<file path="config.mk">
export PLATFORM = sky130hd
export DESIGN_NAME = wb_gpo_regs
export DESIGN_NICKNAME = d
export VERILOG_FILES = /design/src/rtl/wb_gpo_regs.sv
export SDC_FILE = /design/constraint.sdc
export NUM_CORES = 1
export LEC_CHECK = 0
export BUFFER_PORTS_ARGS = -buffer_cell sky130_fd_sc_hd__clkbuf_2
export CAP_MARGIN = 30
export CORE_MARGIN = 4
export CORE_UTILIZATION = 56
export CTS_CLUSTER_SIZE = 30
export DETAILED_ROUTE_END_ITERATION = 8
export PLACE_DENSITY = 0.79
export SLEW_MARGIN = 20
export SYNTH_ARGS = -nofsm -noshare
export SYNTH_HDL_FRONTEND = slang
export SYNTH_SLANG_ARGS = --single-unit
</file>
<file path="constraint.sdc">
create_clock -name CLK_I -period 1.7 [get_ports CLK_I]
set_input_delay 0.085 -clock CLK_I [delete_from_list [all_inputs] [get_ports CLK_I]]
set_output_delay 0.085 -clock CLK_I [all_outputs]
set_load 0.01 [all_outputs]
</file>
<file path="src/rtl/wb_gpo_regs.sv">
// Wishbone classic slave driving a DW-bit output register with write/set/clear/toggle modes.
// Optional macro WB_GPO_OE_EN adds an output-enable register (OE_O) at word address 6.
module wb_gpo_regs #(
  parameter int              DW     = 32,
  parameter logic [DW-1:0]   S_INIT = '0
) (
  input  logic              CLK_I,
  input  logic              RST_I,
  input  logic              CYC_I,
  input  logic              STB_I,
  input  logic              WE_I,
  input  logic [2:0]        ADR_I,
  input  logic [DW/8-1:0]   SEL_I,
  input  logic [DW-1:0]     DAT_I,
  output logic [DW-1:0]     DAT_O,
  output logic              ACK_O,
`ifdef WB_GPO_OE_EN
  output logic [DW-1:0]     OE_O,
`endif
  output logic [DW-1:0]     S
);

  typedef enum logic [1:0] {
    IDLE = 2'b00,
    UPD  = 2'b01,
    ACK  = 2'b10
  } state_e;

  state_e            state_q;
  logic [2:0]        adr_q;
  logic [DW/8-1:0]   sel_q;
  logic [DW-1:0]     dat_q;
  logic [DW-1:0]     s_q;
  logic [DW-1:0]     s_d;
  logic [DW-1:0]     laneMask;
  logic [DW-1:0]     sVisible;
  logic [DW-1:0]     rdData;

`ifdef WB_GPO_OE_EN
  logic [DW-1:0]     oe_q;
  logic [DW-1:0]     oe_d;

  assign OE_O     = oe_q;
  assign sVisible = s_q & oe_q;
`else
  assign sVisible = s_q;
`endif

  assign S = s_q;

  always_comb begin
    laneMask = '0;
    for (int k = 0; k < DW/8; k++) begin
      laneMask[8*k +: 8] = {8{sel_q[k]}};
    end
  end

  // Next value of S from the captured write; only meaningful while in UPD.
  always_comb begin
    s_d = s_q;
    case (adr_q)
      3'd0:    s_d = (s_q & ~laneMask) | (dat_q & laneMask);
      3'd1:    s_d = s_q | (dat_q & laneMask);
      3'd2:    s_d = s_q & ~(dat_q & laneMask);
      3'd3:    s_d = s_q ^ (dat_q & laneMask);
      default: s_d = s_q;
    endcase
  end

`ifdef WB_GPO_OE_EN
  always_comb begin
    oe_d = oe_q;
    if (adr_q == 3'd6) begin
      oe_d = (oe_q & ~laneMask) | (dat_q & laneMask);
    end
  end
`endif

  always_comb begin
    rdData = '0;
    case (ADR_I)
      3'd0, 3'd1, 3'd2, 3'd3: rdData = sVisible;
      3'd4:                   rdData[7:0] = 8'hA5;
`ifdef WB_GPO_OE_EN
      3'd6:                   rdData = oe_q;
`endif
      default:                rdData = '0;
    endcase
  end

  // Writes take IDLE->UPD->ACK, reads IDLE->ACK; ACK_O is registered on entry to ACK.
  always_ff @(posedge CLK_I) begin
    if (RST_I) begin
      state_q <= IDLE;
      adr_q   <= '0;
      sel_q   <= '0;
      dat_q   <= '0;
      s_q     <= S_INIT;
      DAT_O   <= '0;
      ACK_O   <= 1'b0;
`ifdef WB_GPO_OE_EN
      oe_q    <= '0;
`endif
    end else begin
      ACK_O <= 1'b0;
      case (state_q)
        IDLE: begin
          if (CYC_I && STB_I) begin
            if (WE_I) begin
              state_q <= UPD;
              adr_q   <= ADR_I;
              sel_q   <= SEL_I;
              dat_q   <= DAT_I;
            end else begin
              state_q <= ACK;
              DAT_O   <= rdData;
              ACK_O   <= 1'b1;
            end
          end
        end
        UPD: begin
          s_q     <= s_d;
`ifdef WB_GPO_OE_EN
          oe_q    <= oe_d;
`endif
          state_q <= ACK;
          ACK_O   <= 1'b1;
        end
        ACK: begin
          state_q <= IDLE;
        end
        default: begin
          state_q <= IDLE;
        end
      endcase
    end
  end

endmodule

</file>
Word-level counts from Yosys, hierarchy flattened:

Cells that the tools add are included.

* flip-flop bits (word level): 106
* word-level logic and storage cells: 43

* eq/ne operators: 9
* multiplexer cells: 9
* bitwise gates (word level): 9
* reductions and logical operators: 9

Operators by type and width (number)
* $pmux 32 s4: 1
* $and 32x32->32: 3
* $not 32->32: 2
* $or 32x32->32: 2
* $xor 32x32->32: 1
* $mux 24: 1
* $pmux 8 s2: 1
* $eq 3x2->1 const B: 4
* $eq 3x1->1 const B: 2
* $logic_not 3->1: 2
* $reduce_and 3->1: 2
* $mux 2: 2
* $pmux 2 s2: 1
* $reduce_bool 4->1: 1
* $reduce_or 4->1: 1
* $eq 3x3->1 const B: 1
* $eq 2x1->1 const B: 1
* $logic_not 2->1: 1
* $mux 1: 2
* $ne 2x2->1 const B: 1
* $pmux 1 s2: 1
* $reduce_and 2->1: 1
* $logic_and 1x1->1: 1
* $not 1->1: 1

Depth between registers and ports, before layout:

Gate-level depths: netlist of run 1.

* depth in word-level cells: 4
* depth in mapped cells: 7

Worst setup path after synthesis of run 1:

OpenSTA, ideal clock, no wires.

* path kind: register -> register
* start point: register sel_q[1]
* end point: register s_q[10] (netlist: S[10])
* arrival: 1300 ps
* required time: 1566 ps
* slack: 266 ps
* stages on the path, launching flop included: 8
* path buffers: 2
* period minus slack after synthesis: 1434 ps
* path through: dfxtp_1 -> buf_2 -> buf_2 -> nand2_1 -> ha_1 -> inv_1 -> a221oi_2 -> a211oi_1

* word-level cells in the longest chain between the ends: 4
* elaborated cells between the ends (all ways): 9

Ends and longest elaborated chain
* start: declaration: line 31 `logic [DW/8-1:0] sel_q;`
* start signal: assignment: line 96 `sel_q <= '0;`
* start signal: assignment: line 112 `sel_q <= SEL_I;`
* $and 32x32->32 / $not 32->32 (equally long branches)
* $not 32->32 / $and 32x32->32 (equally long branches): line 64, 62
* $and 32x32->32 / $or 32x32->32 (equally long branches): line 64, 62
* $pmux 32 s4 *: line 61 `case (adr_q)`
* end signal: assignment: line 98 `s_q <= S_INIT;`
* end signal: assignment: line 122 `s_q <= s_d;`
* end: declaration: line 33 `logic [DW-1:0] s_q;`

Every way passes the cells marked *; elsewhere a longest branch is shown, timed or not.
A chain may end at the register's enable or synchronous reset.

Worst setup path in the final report of run 1:

* start point: register state_q[0]
* end point: register adr_q[1]

* word-level cells in the longest chain between the ends: 2

Ends and longest elaborated chain
* start: declaration: line 29 `state_e state_q;`
* start signal: assignment: line 94 `state_q <= IDLE;`
* start signal: assignment: line 110 `state_q <= UPD;`
* start signal: assignment: line 115 `state_q <= ACK;`
* $logic_not 2->1: line 106 `case (state_q)`
* $reduce_and 3->1 (no line)
* end signal: assignment: line 95 `adr_q <= '0;`
* end signal: assignment: line 111 `adr_q <= ADR_I;`
* end: declaration: line 30 `logic [2:0] adr_q;`

No other way between the ends.

==> metrics, run 1 <==
status complete, no violations; CTS Root Cell clkbuf_8; GRT met2 Usage a little under half; H-tree Lvls 3; HPWL after DPL 10600 microns; Pins Over Slew Limit 0; Inserted Clock Buffers 9; Achievable Freq roughly 630 MHz; Initial Util between 50 and 60%; Final Cell Area 7220 sq um; Hold Violations, Final 0; RSZ-0062 raised after global routing false; core area around 10000 sq um; setup tns final 0 ns; Hold Startpoint ADR_I[1]; synthesized net count just under 800; Worst Skew a little over 0.008 ns; first-iteration detailed-routing DRC count approximately 570; pwr/cell area roughly 700 nW/um^2; crit end category register; min Tclk post-route 1.58 ns; first-pass GRT wire length 28500 microns; routed len/inst around 18 microns; Crit. Startpoint state_q[0]; largest net degree at the start of global routing 76; Setup Viol. Count Final 0; Vias about 6000; Routed Antenna Nets 0; vias in the first global route just under 6000; Cell Rows 37; die area 12300 sq um; Worst Reg-to-Reg Cells 5; grt ovf 0; distinct cell type count after synthesis 29; initial antenna violation count 0; IR drop worst, VDD 0.417 mV; Placer Congestion approximately 0.85; Layout area overhead 21.5%; antenna diode count 0; clk slew on worst S/H paths ~0.10 ns; Worst setup endpoint adr_q[1]; register-to-register setup slack about 0.12 ns; part of the Yosys area used for sequential elements 35.7%; post-synth top area share 35.7%; max_cap viols 0; FILL cells 757; Critical R2R Launch state_q[0]; Top Usage Layer GRT met2; mapped cell area slightly below 6000 sq um; top cells by count, synth 106 x dfxtp_1, 96 x o21ai_0, 75 x a21oi_1, 46 x clkbuf_1, 39 x nand3_1; WP data arrival 1.88 ns; synth top area cells dfxtp_1 36%, o21ai_0 8.1%, a221oi_2 7.6%; Critical Path RT roughly 2.0 ns; clk_lat worst skew around 0.37 ns; final wirelength approximately 17000 microns; Cells after Synth 700; mean post-synth cell area about 8.5 sq um; number of flops mapped to enable cells by yosys 0; worst slew pin tran roughly 0.61 ns; Initial DRT Pass Iterations 7; Tightest Hold Check Type in -> reg; DP Worst Slack approximately 0.095 ns; floorplan die width approximately 110 microns; Max-slew headroom slightly below 60%; Leak 3.15 nW; clock net sink count ~110; ys flop type dfxtp_1; met1 global-route usage around a third; Post-synth ARST share 0%; Yosys top cell by area dfxtp_1; Hold WS ~0.034 ns; port buffer count between 100 and 150; top-count cell post-synth dfxtp_1; M3 GR Usage roughly 4.3%; Final Worst Setup Slack 0.118 ns; type of origin of the critical path register; gr usage total 27.5%; Placed Area ~6600 sq um; #FFs+latches synth approximately 110; CP Max Fanout 72; CTS tree built; Post-layout nets between 800 and 900; YS warnings 0; R2R Path End adr_q[1]; share of cells above drive strength 1 27.0%; Final Cycle Share a little over 90%; WS Path Type reg -> reg; DRC errors left 0; routed vias/inst roughly 6.2; CTS Buffer Depth 2; final core occ a little over two thirds; I/O pin count ~110; Chip Height ~110 microns
## state kept, by name, indices dropped and copies added, names as in the netlist
name / cells
adr_q: 3
sel_q: 4
DAT_O: 32
ACK_O: 1
S: 32
state_q: 2
dat_q: 32
## per-stage QoR
step | std cells | total power (W)
6_report | 951 | 0.00504
5_1_grt | 951 | 0.00525
4_1_cts | 951 | 0.00505
3_5_place_dp | 897 | 0.00329
3_3_place_gp | 897 | 0.00326
2_1_floorplan | 700 | 0.00306
## per-layer routing
metal	up-vias	part of all wire [%]
met3	29	7.6
met5	-	0
li1	2787	-
met2	250	49
met4	0	1.6
met1	2808	42
## where the power goes
part           switching, W  total [W]  internal [W]  leakage, nW
Sequential        0.0000746    0.00262       0.00255        0.859
Clock              0.000863    0.00172      0.000861        0.116
Combinational      0.000407   0.000697      0.000290         2.18
## critical path, stage by stage (launching register included)
cell	delay, ns
dfxtp_1	0.36
buf_4	0.15
nor4bb_4	0.30
buf_12	0.34
nand3_1	0.16
a21oi_1	0.18
## cell families (layout without fill, tap and decap cells)
group,count (synthesis),in the layout,synth area share [%]
and+or+nand+nor,177,177,16.5
DFF,106,106,35.7
muxes,29,29,5.49
adders and majority gates,32,32,6.73
buffers and inverters,114,229,8.14
AOI/OAI and AO/OA,242,242,27.4
## placed cells by master (no fill, tap or decap), types with 2 or more instances in the layout
cell type / instances
buf_12: 4
buf_4: 27
mux2_2: 29
nor3_1: 7
a221oi_1: 2
clkinv_2: 4
clkbuf_8: 10
o21ai_0: 96
clkbuf_2: 107
a211oi_1: 32
nor2_1: 32
a311o_1: 3
a2111oi_0: 4
ha_1: 32
and3b_1: 29
dfxtp_1: 106
nand3_1: 39
nand2_1: 32
inv_1: 36
dlygate4sd3_1: 38
nand4_1: 28
a21oi_1: 75
bufinv_16: 2
a221oi_2: 30
nand2b_1: 2
## layout make-up
| type | instances | area [sq um] | area share (%) |
|---|---|---|---|
| timing repair buffer | 176 | 1200 | 16.6 |
| clock inverter | 6 | 80.1 | 1.11 |
| tap | 136 | 170 | 2.36 |
| sequential | 106 | 2120 | 29.4 |
| clock buffer | 10 | 138 | 1.91 |
| multi-input combinational | 480 | 3380 | 46.7 |
| inverter | 37 | 139 | 1.92 |
## worst min path at each step
stage | endpoint | slack (ns) | depth (start not counted)
2_1_floorplan | adr_q[0] | 0.23 | 2
3_3_place_gp | dat_q[5] | 0.32 | 3
3_5_place_dp | dat_q[6] | 0.33 | 3
4_1_cts | adr_q[1] | 0.004 | 3
5_1_grt | adr_q[1] | 0.04 | 3
6_report | adr_q[1] | 0.03 | 3
## repair_timing
action | 4_1_cts | 5_1_grt
setup buffers | 0 | 0
resized for setup | 0 | 1
setup endpoints to repair | 0 | 14
hold endpoints to repair | 38 | 0
hold buffers | 38 | 0
No activity file was read; power rests on OpenSTA's default activity.
==> run 2, diff against run 1 <==
==> constraint.sdc (replaced) <==
create_clock -name CLK_I -period 1.7 [get_ports CLK_I]
set_input_delay 0.255 -clock CLK_I [delete_from_list [all_inputs] [get_ports CLK_I]]
set_output_delay 0.255 -clock CLK_I [all_outputs]
set_load 0.01 [all_outputs]
==> metrics, run 2 (same netlist as run 1, synthesis figures left out) <==
status complete, no violations; Worst Skew 0.00770 ns; pwr/cell area roughly 700 nW/um^2; initial antenna violation count 0; Max-slew headroom between 60% and 70%; Critical Path RT 2.01 ns; Worst setup endpoint DAT_O[22]; Chip Height 111 microns; floorplan die width between 100 and 150 microns; Initial Util between 50% and 60%; Pins Over Slew Limit 0; CTS tree built; Layout area overhead 15.9%; Crit. Startpoint state_q[0]; port buffer count 108; final wirelength around 17000 microns; WP data arrival around 2 ns; grt ovf 0; crit end category register; Routed Antenna Nets 0; vias in the first global route 5621; core area ~10000 sq um; largest net degree at the start of global routing 73; min Tclk post-route approximately 1.6 ns; Achievable Freq ~610 MHz; max_cap viols 0; Final Cycle Share 96.1%; H-tree Lvls 3; Initial DRT Pass Iterations 5; register-to-register setup slack 0.07 ns; Tightest Hold Check Type in -> reg; CTS Root Cell clkbuf_8; Worst Reg-to-Reg Cells 6; share of cells above drive strength 1 between 20% and 30%; Hold Violations, Final 0; IR drop worst, VDD ~0.39 mV; Vias ~5700; CTS Buffer Depth 2; R2R Path End DAT_O[22]; DRC errors left 0; HPWL after DPL approximately 11000 microns; Post-layout nets between 800 and 900; I/O pin count ~110; routed vias/inst approximately 6.2; Cell Rows 37; Critical R2R Launch state_q[0]; clk slew on worst S/H paths 0.09 ns; gr usage total between 20% and 30%; most common cell after layout, fill and taps aside clkbuf_2; Placer Congestion between 0.8 and 0.9; commonest non-fill, non-tap cells in the layout 107 x clkbuf_2, 106 x dfxtp_1, 96 x o21ai_0; worst slew pin tran 0.463 ns; WS Path Type reg -> reg; antenna diode count 0; Hold WS 0.0977 ns; first-iteration detailed-routing DRC count 438; Final Power ~0.0048 W; Inserted Clock Buffers 9; die area around 12000 sq um; first-pass GRT wire length roughly 28000 microns; Setup Viol. Count Final 0; type of origin of the critical path register; clk_lat worst skew 0.38 ns; clock net sink count 106; routed len/inst roughly 18 microns; CP Max Fanout 36; Leak around 3.0 nW
[run 2: cell types whose count changed in the layout (fill, tap and decap cells not counted), sizes merged]
| cell | change |
|---|---|
| buf | +3 |
| bufinv | -1 |
| clkbuf | +4 |
| clkinv | -4 |
| clkinvlp | +1 |
| dlygate4sd3 | -38 |
[run 2: worst min-delay path by stage]
| stage | to | cells past startpoint | startpoint | slack [ns] |
|---|---|---|---|---|
| after detailed placement | DAT_O[16] | 2 | DAT_O[16] | 0.46 |
| after global placement | DAT_O[12] | 2 | DAT_O[12] | 0.46 |
| after floorplan | adr_q[0] | 2 | ADR_I[0] | 0.40 |
| after CTS | dat_q[29] | 3 | DAT_I[29] | 0.08 |
| final | dat_q[7] | 3 | DAT_I[7] | 0.1 |
| after global routing | dat_q[14] | 3 | DAT_I[14] | 0.09 |
[run 2: report_power, final]
part           switching (W)  total (W)  internal, W
logic               0.000406   0.000657     0.000251
registers          0.0000726    0.00262      0.00255
clock network       0.000846    0.00156     0.000717
[run 2: repair_timing]
| item | in CTS | in global routing |
|---|---|---|
| hold endpoints to repair | 0 | 0 |
| endpoints found under the setup margin | 0 | 4 |
| resized for setup | 0 | 2 |
| hold buffers | 0 | 0 |
| buffers inserted | 0 | 1 |
[run 2: critical path: stages (launching register included)]
cell and delay, ns:
dfxtp_1 0.35, buf_4 0.15, nor4bb_4 0.26, buf_4 0.19
buf_6 0.30, nand4_1 0.14, a21oi_1 0.16
[run 2: area by class of cell]
| class | instances | area, sq um |
|---|---|---|
| clock inverter | 2 | 37.5 |
| inverter | 37 | 139 |
| clock buffer | 13 | 149 |
| timing repair buffer | 142 | 898 |
| tap | 136 | 170 |
| multi-input combinational | 480 | 3380 |
| fill | 832 | 3430 |
| sequential | 106 | 2120 |
[run 2: routing by layer]
layer  global-route usage [%]  routed length [microns]
met5                        0                        0
met4                     10.5                      344
met3                     4.91                     1430
met2                     43.2                     7880
met1                     35.2                     7190
[run 2: stage by stage]
| step | cell area [sq um] | setup TNS (ns) | cells | utilization, % | setup WS [ns] |
|---|---|---|---|---|---|
| 2_1_floorplan | 5950 | 0 | 700 | - | 0.266 |
| 3_3_place_gp | 6670 | 0 | 898 | 64.6 | 0.175 |
| 3_5_place_dp | 6670 | 0 | 898 | 64.6 | 0.0975 |
| 4_1_cts | 6860 | 0 | 913 | 66.4 | 0.0704 |
| 5_1_grt | 6890 | -0.000445 | 916 | 66.8 | -0.000445 |
| 6_report | 6890 | 0 | 916 | 66.8 | 0.0663 |
